--- src/rtl/addr_decoder_n.sv ---
// addr_decoder_n: shifts a serial address in either bit order, matches it against base/size
// windows, grants the highest-index hit and holds it until the bus releases that target.
module addr_decoder_n #(
    parameter int NUM_TARGETS = 4,
    parameter int ADDR_WIDTH = 16,
    parameter logic [NUM_TARGETS*ADDR_WIDTH-1:0] TARGET_BASE = {16'hC000, 16'h8000, 16'h4000, 16'h0000},
    parameter logic [NUM_TARGETS*32-1:0] TARGET_SIZE = {32'd16384, 32'd4096, 32'd4096, 32'd2048},
    parameter bit MSB_FIRST = 1'b0,
    localparam int SEL_W = NUM_TARGETS > 1 ? $clog2(NUM_TARGETS) : 1
) (
    input  logic                   clk,
    input  logic                   rst_n,
    input  logic                   bus_data_in,
    input  logic                   bus_data_in_valid,
    input  logic                   bus_mode,
    input  logic [NUM_TARGETS-1:0] release_valids,
    output logic [NUM_TARGETS-1:0] target_valid,
    output logic [SEL_W-1:0]       sel,
    output logic                   decode_err,
    output logic                   busy
);
    localparam int CW = $clog2(ADDR_WIDTH + 1);
    localparam int XW = ADDR_WIDTH + 33;
    localparam logic [CW-1:0] LAST = CW'(ADDR_WIDTH - 1);

    typedef enum logic [1:0] {IDLE, SHIFT, DECODE, HOLD} state_e;

    state_e                 state_q, state_d;
    logic [ADDR_WIDTH-1:0]  sr_q, sr_d, sr_shift;
    logic [CW-1:0]          cnt_q, cnt_d;
    logic [NUM_TARGETS-1:0] tv_q, tv_d, hit;
    logic [SEL_W-1:0]       sel_q, sel_d, hit_idx;
    logic                   err_q, err_d;
    logic                   take;

    assign take     = bus_data_in_valid && !bus_mode;
    assign sr_shift = MSB_FIRST ? {sr_q[ADDR_WIDTH-2:0], bus_data_in}
                                : {bus_data_in, sr_q[ADDR_WIDTH-1:1]};

    // Wide compare keeps base+size from wrapping at the top of the address space
    always_comb begin
        hit     = '0;
        hit_idx = '0;
        for (int i = 0; i < NUM_TARGETS; i++) begin
            if (TARGET_SIZE[i*32 +: 32] != 32'd0
                && XW'(sr_q) >= XW'(TARGET_BASE[i*ADDR_WIDTH +: ADDR_WIDTH])
                && XW'(sr_q) < XW'(TARGET_BASE[i*ADDR_WIDTH +: ADDR_WIDTH]) + XW'(TARGET_SIZE[i*32 +: 32])) begin
                hit[i]  = 1'b1;
                hit_idx = SEL_W'(i);
            end
        end
    end

    always_comb begin
        state_d = state_q;
        sr_d    = sr_q;
        cnt_d   = cnt_q;
        tv_d    = tv_q;
        sel_d   = sel_q;
        err_d   = 1'b0;
        unique case (state_q)
            IDLE: begin
                if (take) begin
                    sr_d    = sr_shift;
                    cnt_d   = CW'(1);
                    state_d = SHIFT;
                end
            end
            SHIFT: begin
                if (!take) begin
                    sr_d    = '0;
                    cnt_d   = '0;
                    state_d = IDLE;
                end else begin
                    sr_d    = sr_shift;
                    cnt_d   = cnt_q == LAST ? '0 : cnt_q + 1'b1;
                    state_d = cnt_q == LAST ? DECODE : SHIFT;
                end
            end
            DECODE: begin
                sr_d    = '0;
                tv_d    = |hit ? NUM_TARGETS'(1) << hit_idx : '0;
                sel_d   = |hit ? hit_idx : '0;
                err_d   = ~|hit;
                state_d = |hit ? HOLD : IDLE;
            end
            HOLD: begin
                if (|(release_valids & tv_q)) begin
                    tv_d    = '0;
                    sel_d   = '0;
                    state_d = IDLE;
                end
            end
            default: state_d = IDLE;
        endcase
    end

    always_ff @(posedge clk or negedge rst_n) begin
        if (!rst_n) begin
            state_q <= IDLE;
            sr_q    <= '0;
            cnt_q   <= '0;
            tv_q    <= '0;
            sel_q   <= '0;
            err_q   <= 1'b0;
        end else begin
            state_q <= state_d;
            sr_q    <= sr_d;
            cnt_q   <= cnt_d;
            tv_q    <= tv_d;
            sel_q   <= sel_d;
            err_q   <= err_d;
        end
    end

    assign target_valid = tv_q;
    assign sel          = sel_q;
    assign decode_err   = err_q;
    assign busy         = state_q != IDLE;
endmodule

--- config.mk ---
export PLATFORM = sky130hd
export DESIGN_NAME = addr_decoder_n
export DESIGN_NICKNAME = d
export VERILOG_FILES = /design/src/rtl/addr_decoder_n.sv
export SDC_FILE = /design/constraint.sdc
export NUM_CORES = 1
export LEC_CHECK = 0
export CAP_MARGIN = 20
export CORE_MARGIN = 2
export CORE_UTILIZATION = 53
export CTS_CLUSTER_DIAMETER = 150
export CTS_CLUSTER_SIZE = 14
export DETAILED_ROUTE_END_ITERATION = 16
export HOLD_SLACK_MARGIN = 0.08
export PLACE_DENSITY = 0.8
export SLEW_MARGIN = 0
export SYNTH_ARGS = -nofsm -noshare
export SYNTH_HDL_FRONTEND = slang
export SYNTH_SLANG_ARGS = --single-unit
--- constraint.sdc ---
create_clock -name clk -period 4.1 [get_ports clk]
set_clock_uncertainty 0.1 [all_clocks]
set_input_delay 0.82 -clock clk [delete_from_list [all_inputs] [get_ports clk]]
set_output_delay 0.82 -clock clk [all_outputs]
set_load 0.01 [all_outputs]
==> results.tsv, run 1 <==
stage	metric	value	unit
detailed_routing	wl_met1	912	um
timing	rsz0062_at_grt	false	
detailed_routing	dr_wl_met2	761	um
critical_path	reg2reg_depth	5	
detailed_routing	vias	800	
placed_design	place_inst	136	
floorplanning	core_area	1750	um^2
critical_path	cp_cell_sequence	inv_1 -> ha_1 -> inv_1 -> clkdlybuf4s50_1	
clocking	path_clk_slew	100	ps
power	vdd_drop_max	0.172	mV
synthesis	synth_cell_types	32	
placed_design	placed_cell_area	1160	um^2
synthesis	ys_top_cells_by_area	dfrtp_1, ha_1, a22o_1	
clocking	post_cts_resized	0	
power	p_leak	0.526	nW
global_route	first_global_vias	712	
finish	num-fill-cells	152	
floorplanning	die_area	2260	um^2
clocking	clockBufferDepth	2	
global_route	antenna_found_initial	0	
floorplanning	start_util	0.575	
floorplanning	pin_count	17	
clocking	numCtsBuffers	3	
timing	finalCritPeriodShare	0.654	
clocking	clock_sinks	19	
finish	instances_no_fill	140	
floorplanning	fp.dieW	47.5	um
detailed_routing	ant_nets	0	
timing	fmax	0.373	GHz
timing	tightest_slew	821	ps
placed_design	hpwl	1.39	mm
clocking	cts_max_level	1	
clocking	cts_tree	done	
critical_path	crit_fanout	7	
synthesis	syn_avg_cell_area	10.0	um^2
synthesis	seq_area_frac_synth	0.474	
finish	syn_to_final_growth	18.0	%
timing	relSlewSlack	0.451	
critical_path	worst_path_most_repeated_cell	inv_1	
finish	antenna_cells	0	
finish	final_cell_mix	dfrtp_1, clkdlybuf4s50_1, nand2_1	
power	p_int	0.233	mW
synthesis	syn_nets	114	
synthesis	synth_top_area_frac	0.474	
critical_path	crit_slowest_cell	clkdlybuf4s50_1	
global_route	grt.overflow.total	0	
placed_design	portBuffers	16	
power	seqPwrFrac	0.638	
power	p_sw	0.0622	mW
detailed_routing	top_layer	met4	
placed_design	gp_congestion	0.764	
timing	finalCriticalPeriod	2680	ps
timing	slew_violations	0	
floorplanning	fp.dieH	47.5	um
detailed_routing	met3_length	86	um
critical_path	cpPeakStageDelay	490	ps
synthesis	ys_seq_elements	19	
clocking	holdBufCountCts	0	
detailed_routing	drt_first_pass_iters	4	
power	p_clk_frac	0.316	
min_path	min_from	sel[0]	
critical_path	reg2reg_from	state_q[0]	
power	powerDensity	250	nW/um^2
critical_path	cp-startpoint	state_q[0]	
global_route	grt_max_degree	20	
timing	hold_viol	0	
synthesis	netlist_area	1000	um^2
finish	final_area	1180	um^2
critical_path	crit_required	3180	ps
critical_path	worst_setup_path_start_kind	flop	
job	maxCapViolations	0	
global_route	gr-usage-all-layers	0.191	
floorplanning	rows	15	
finish	drive_gt1_frac	0.0435	
min_path	min_path_type	reg -> reg	
min_path	hold_path_depth	2	
synthesis	ys_warn_count	0	
clocking	postCtsSetupBuffers	0	
power	combPwrFrac	0.046	
critical_path	timing.critical_path.arrival	1760	ps
synthesis	yosys.area.top_type	dfrtp_1	
critical_path	critPathKind	reg -> out	
detailed_routing	drt_iter0_drc	13	
global_route	grt_first_pass_wirelength	2.98	mm
finish	final_common_cell	dfrtp_1	
synthesis	synth_cells	100	
critical_path	cp-end-kind	primary output	
power	swShare	0.211	
finish	final_nets	130	
timing	setup_viol	0	
clocking	cts_root_buf	clkbuf_4	
detailed_routing	drc	0	
timing	setup_slack	1420	ps
detailed_routing	drt_wl_total	1.78	mm
detailed_routing	wire_per_inst	12.7	um
clocking	clkLatencyLatePin	290	ps
timing	tns	0	ps
detailed_routing	routed_via_density	5.71	
placed_design	dp_slack	1540	ps
status	outcome	finished clean	
## metal layers
metal	up-vias	global-route usage
met5	-	0
met4	0	0.0833
met3	4	0.0453
met2	24	0.292
met1	376	0.258
li1	396	-
## sequential cells by signal (all words and copies together) (netlist names)
| name | cells |
|---|---|
| cnt_q | 5 |
| decode_err | 1 |
| sel | 2 |
| sr_q | 5 |
| state_q | 2 |
| target_valid | 4 |
## cell families (layout without fill, tap and decap cells)
logic type / after synthesis / count (layout) / share of synthesized area
AO/OA/AOI/OAI: 30 / 30 / 0.212
adder cells (fa/ha/maj): 5 / 5 / 0.0623
buffers and inverters: 11 / 26 / 0.0598
flip-flops: 19 / 19 / 0.474
multiplexers: 3 / 3 / 0.0337
AND/OR/NAND/NOR: 32 / 32 / 0.158
## worst max-delay path: cells and delay by family, from the launching register on
family | cells | cell delay, ps
buffers and inverters | 3 | 700
adder cells (fa/ha/maj) | 1 | 350
flip-flops | 1 | 420
## power groups by stage
stage	clock network, mW	registers, mW	logic [mW]
after floorplan	0	0.191	0.00274
after global placement	0	0.192	0.0137
after detailed placement	0	0.192	0.0141
after CTS	0.0948	0.189	0.0142
after global routing	0.103	0.189	0.0150
final	0.0934	0.189	0.0137
## area by class of cell
| cell class | count | area, um^2 | area share |
|---|---|---|---|
| flip-flops and latches | 19 | 475 | 0.402 |
| multi-input cells | 70 | 468 | 0.395 |
| repair buffers | 16 | 160 | 0.135 |
| well taps | 25 | 31.3 | 0.0264 |
| clock buffers | 4 | 26.3 | 0.0222 |
| inverters | 6 | 22.5 | 0.0190 |
## synth_stat cells
cell and number:
dfrtp_1 19, nand2_1 12, o21ai_0 8, a22o_1 6, inv_1 6, nor2_1 6, ha_1 5, a21oi_1 4
nand3_1 4, buf_4 3, o31ai_1 3, mux2i_1 2, nand2b_1 2, o221ai_1 2, a211o_1 1, a21boi_0 1
a222oi_1 1, a32oi_1 1, and2_1 1, and3b_1 1, buf_6 1, clkbuf_1 1, mux2i_2 1, nand3b_1 1
nand4_1 1, nand4b_1 1, nor2b_1 1, nor2b_2 1, nor4_1 1, o2111ai_1 1, o21a_1 1, o2bb2ai_1 1
## per-stage QoR
step	total power, mW	hold slack, ps	util
after global placement	0.206	354	0.663
after floorplan	0.194	373	-
final	0.296	380	0.678
after CTS	0.297	386	0.678
after global routing	0.307	410	0.678
after detailed placement	0.206	361	0.663
## worst paths after layout
kind                                   end  slack (ps)
max                                   busy        1420
min                                 sel[0]         380
max reg2reg                       cnt_q[3]        2220
min reg2reg                         sel[0]         380
max in group asynchronous       state_q[0]        2500
min in group asynchronous  target_valid[3]         890
No activity file was read; power rests on OpenSTA's default activity.
==> run 2: changes to the inputs <==
CORE_UTILIZATION = 45   (was 53)
PLACE_DENSITY = 0.72   (was 0.8)
clock period = 2.17 ns   (was 4.1 ns; I/O delays follow)
==> results.tsv, run 2 (same netlist as run 1, synthesis figures left out) <==
stage	metric	value	unit
detailed_routing	drt_first_pass_iters	4	
power	p_leak	0.544	nW
detailed_routing	routed_via_density	5.51	
critical_path	timing.critical_path.arrival	1930	ps
timing	setup_viol	0	
global_route	grtUsageMet2	0.266	
critical_path	critPathKind	reg -> reg	
clocking	cts_root_buf	clkbuf_4	
detailed_routing	wire_per_inst	13.1	um
finish	final_common_cell	dfrtp_1	
detailed_routing	drt_iter0_drc	15	
timing	fmax	0.532	GHz
finish	seqCellArea	475	um^2
global_route	gr-usage-all-layers	0.162	
power	seqPwrFrac	0.640	
finish	syn_to_final_growth	21.6	%
timing	finalCriticalPeriod	1880	ps
timing	hold_viol	0	
detailed_routing	drt_wl_total	1.92	mm
power	p_int	0.442	mW
finish	instances_no_fill	147	
placed_design	portBuffers	16	
power	combPwrFrac	0.049	
placed_design	gp_congestion	0.772	
floorplanning	rows	17	
global_route	grt_first_pass_wirelength	3.10	mm
global_route	grt_max_degree	20	
placed_design	place_inst	142	
global_route	top_usage_layer	met2	
timing	rsz0062_at_grt	false	
power	p_sw	0.114	mW
timing	tns	0	ps
global_route	first_global_vias	710	
critical_path	crit_required	2220	ps
floorplanning	fp.dieW	51.2	um
global_route	antenna_found_initial	0	
floorplanning	start_util	0.463	
clocking	path_clk_slew	100	ps
clocking	cts_max_level	1	
global_route	met1_usage	0.201	
clocking	clock_sinks	19	
detailed_routing	drc	0	
global_route	grt.overflow.total	0	
critical_path	cp_cell_sequence	buf_4 -> ha_1 -> a21boi_0 -> o2bb2ai_1 -> o21ai_0	
status	outcome	finished clean	
power	vdd_drop_max	0.279	mV
timing	finalCritPeriodShare	0.866	
job	maxCapViolations	0	
critical_path	crit_slowest_cell	dfrtp_1	
timing	relSlewSlack	0.585	
critical_path	crit_fanout	11	
detailed_routing	vias	810	
clocking	cts_tree	done	
floorplanning	pin_count	17	
finish	drive_gt1_frac	0.0756	
floorplanning	die_area	2620	um^2
placed_design	hpwl	1.44	mm
timing	slew_violations	0	
min_path	min_path_type	in -> async	
critical_path	cpPeakStageDelay	370	ps
finish	final_cell_mix	dfrtp_1, clkdlybuf4s50_1, nand2_1	
critical_path	cp-end-kind	flop	
detailed_routing	ant_nets	0	
clocking	clockBufferDepth	2	
power	swShare	0.206	
critical_path	path_buf_inv	1	
critical_path	crit_family	compound AO/OA/AOI/OAI gates	
power	powerDensity	456	nW/um^2
floorplanning	core_area	2170	um^2
finish	multi_input_area	468	um^2
clocking	clkLatencyLatePin	290	ps
finish	num-fill-cells	197	
critical_path	worst_setup_path_start_kind	flop	
finish	final_nets	134	
global_route	grt_use_met3	0.0292	
timing	tightest_slew	623	ps
clocking	numCtsBuffers	3	
power	p_clk_frac	0.311	
finish	antenna_cells	0	
floorplanning	fp.dieH	51.2	um
==> run 2: final cells by class <==
| class | instances | area share |
|---|---|---|
| sequential | 19 | 0.390 |
| multi-input combinational | 70 | 0.384 |
| timing repair buffer | 20 | 0.158 |
| tap | 28 | 0.0287 |
| clock buffer | 4 | 0.0215 |
| inverter | 6 | 0.0185 |
==> run 2: final timing paths <==
kind	startpoint	end	slack, ps	cells after the start
max	state_q[1]	target_valid[2]	290	5
max in group asynchronous	rst_n	sr_q[12]	1400	2
max reg2reg	state_q[1]	target_valid[2]	290	5
min reg2reg	sel[0]	sel[0]	380	2
min	rst_n	decode_err	370	2
min in group clk	sel[0]	sel[0]	380	2
==> run 2: power groups by stage <==
stage          registers (mW)  logic (mW)  clock network (mW)
2_1_floorplan           0.362     0.00518                   0
3_3_place_gp            0.363      0.0276                   0
3_5_place_dp            0.363      0.0280                   0
4_1_cts                 0.356      0.0282               0.181
5_1_grt                 0.356      0.0303               0.202
6_report                0.356      0.0273               0.173
==> run 2: metal layers <==
| layer | vias to the layer above | part of all wire |
|---|---|---|
| li1 | 403 | - |
| met1 | 372 | 0.46 |
| met2 | 28 | 0.47 |
| met3 | 7 | 0.048 |
| met4 | 0 | 0.027 |
| met5 | - | 0 |
==> run 2: through the flow <==
step / hold slack [ps] / cell area (um^2) / utilization / total power, mW / worst slack [ps]
5_1_grt: 396 / 1220 / 0.562 / 0.589 / 116
3_3_place_gp: 370 / 1180 / 0.546 / 0.390 / 126
2_1_floorplan: 38.4 / 1000 / - / 0.367 / 544
3_5_place_dp: 365 / 1180 / 0.546 / 0.391 / 70.9
6_report: 367 / 1220 / 0.562 / 0.556 / 290
4_1_cts: 372 / 1210 / 0.558 / 0.565 / 22.9
==> run 2: repair_timing <==
action                     in CTS  in global routing
resized for setup               0                  1
buffers inserted                0                  1
setup endpoints to repair       0                  1
hold buffers                    0                  0
==> run 3: changes to the inputs <==
SLEW_MARGIN = 20   (was 0)
==> results of run 3 <==
Same layout as run 2: the final DEF is identical, and so are final timing and power.
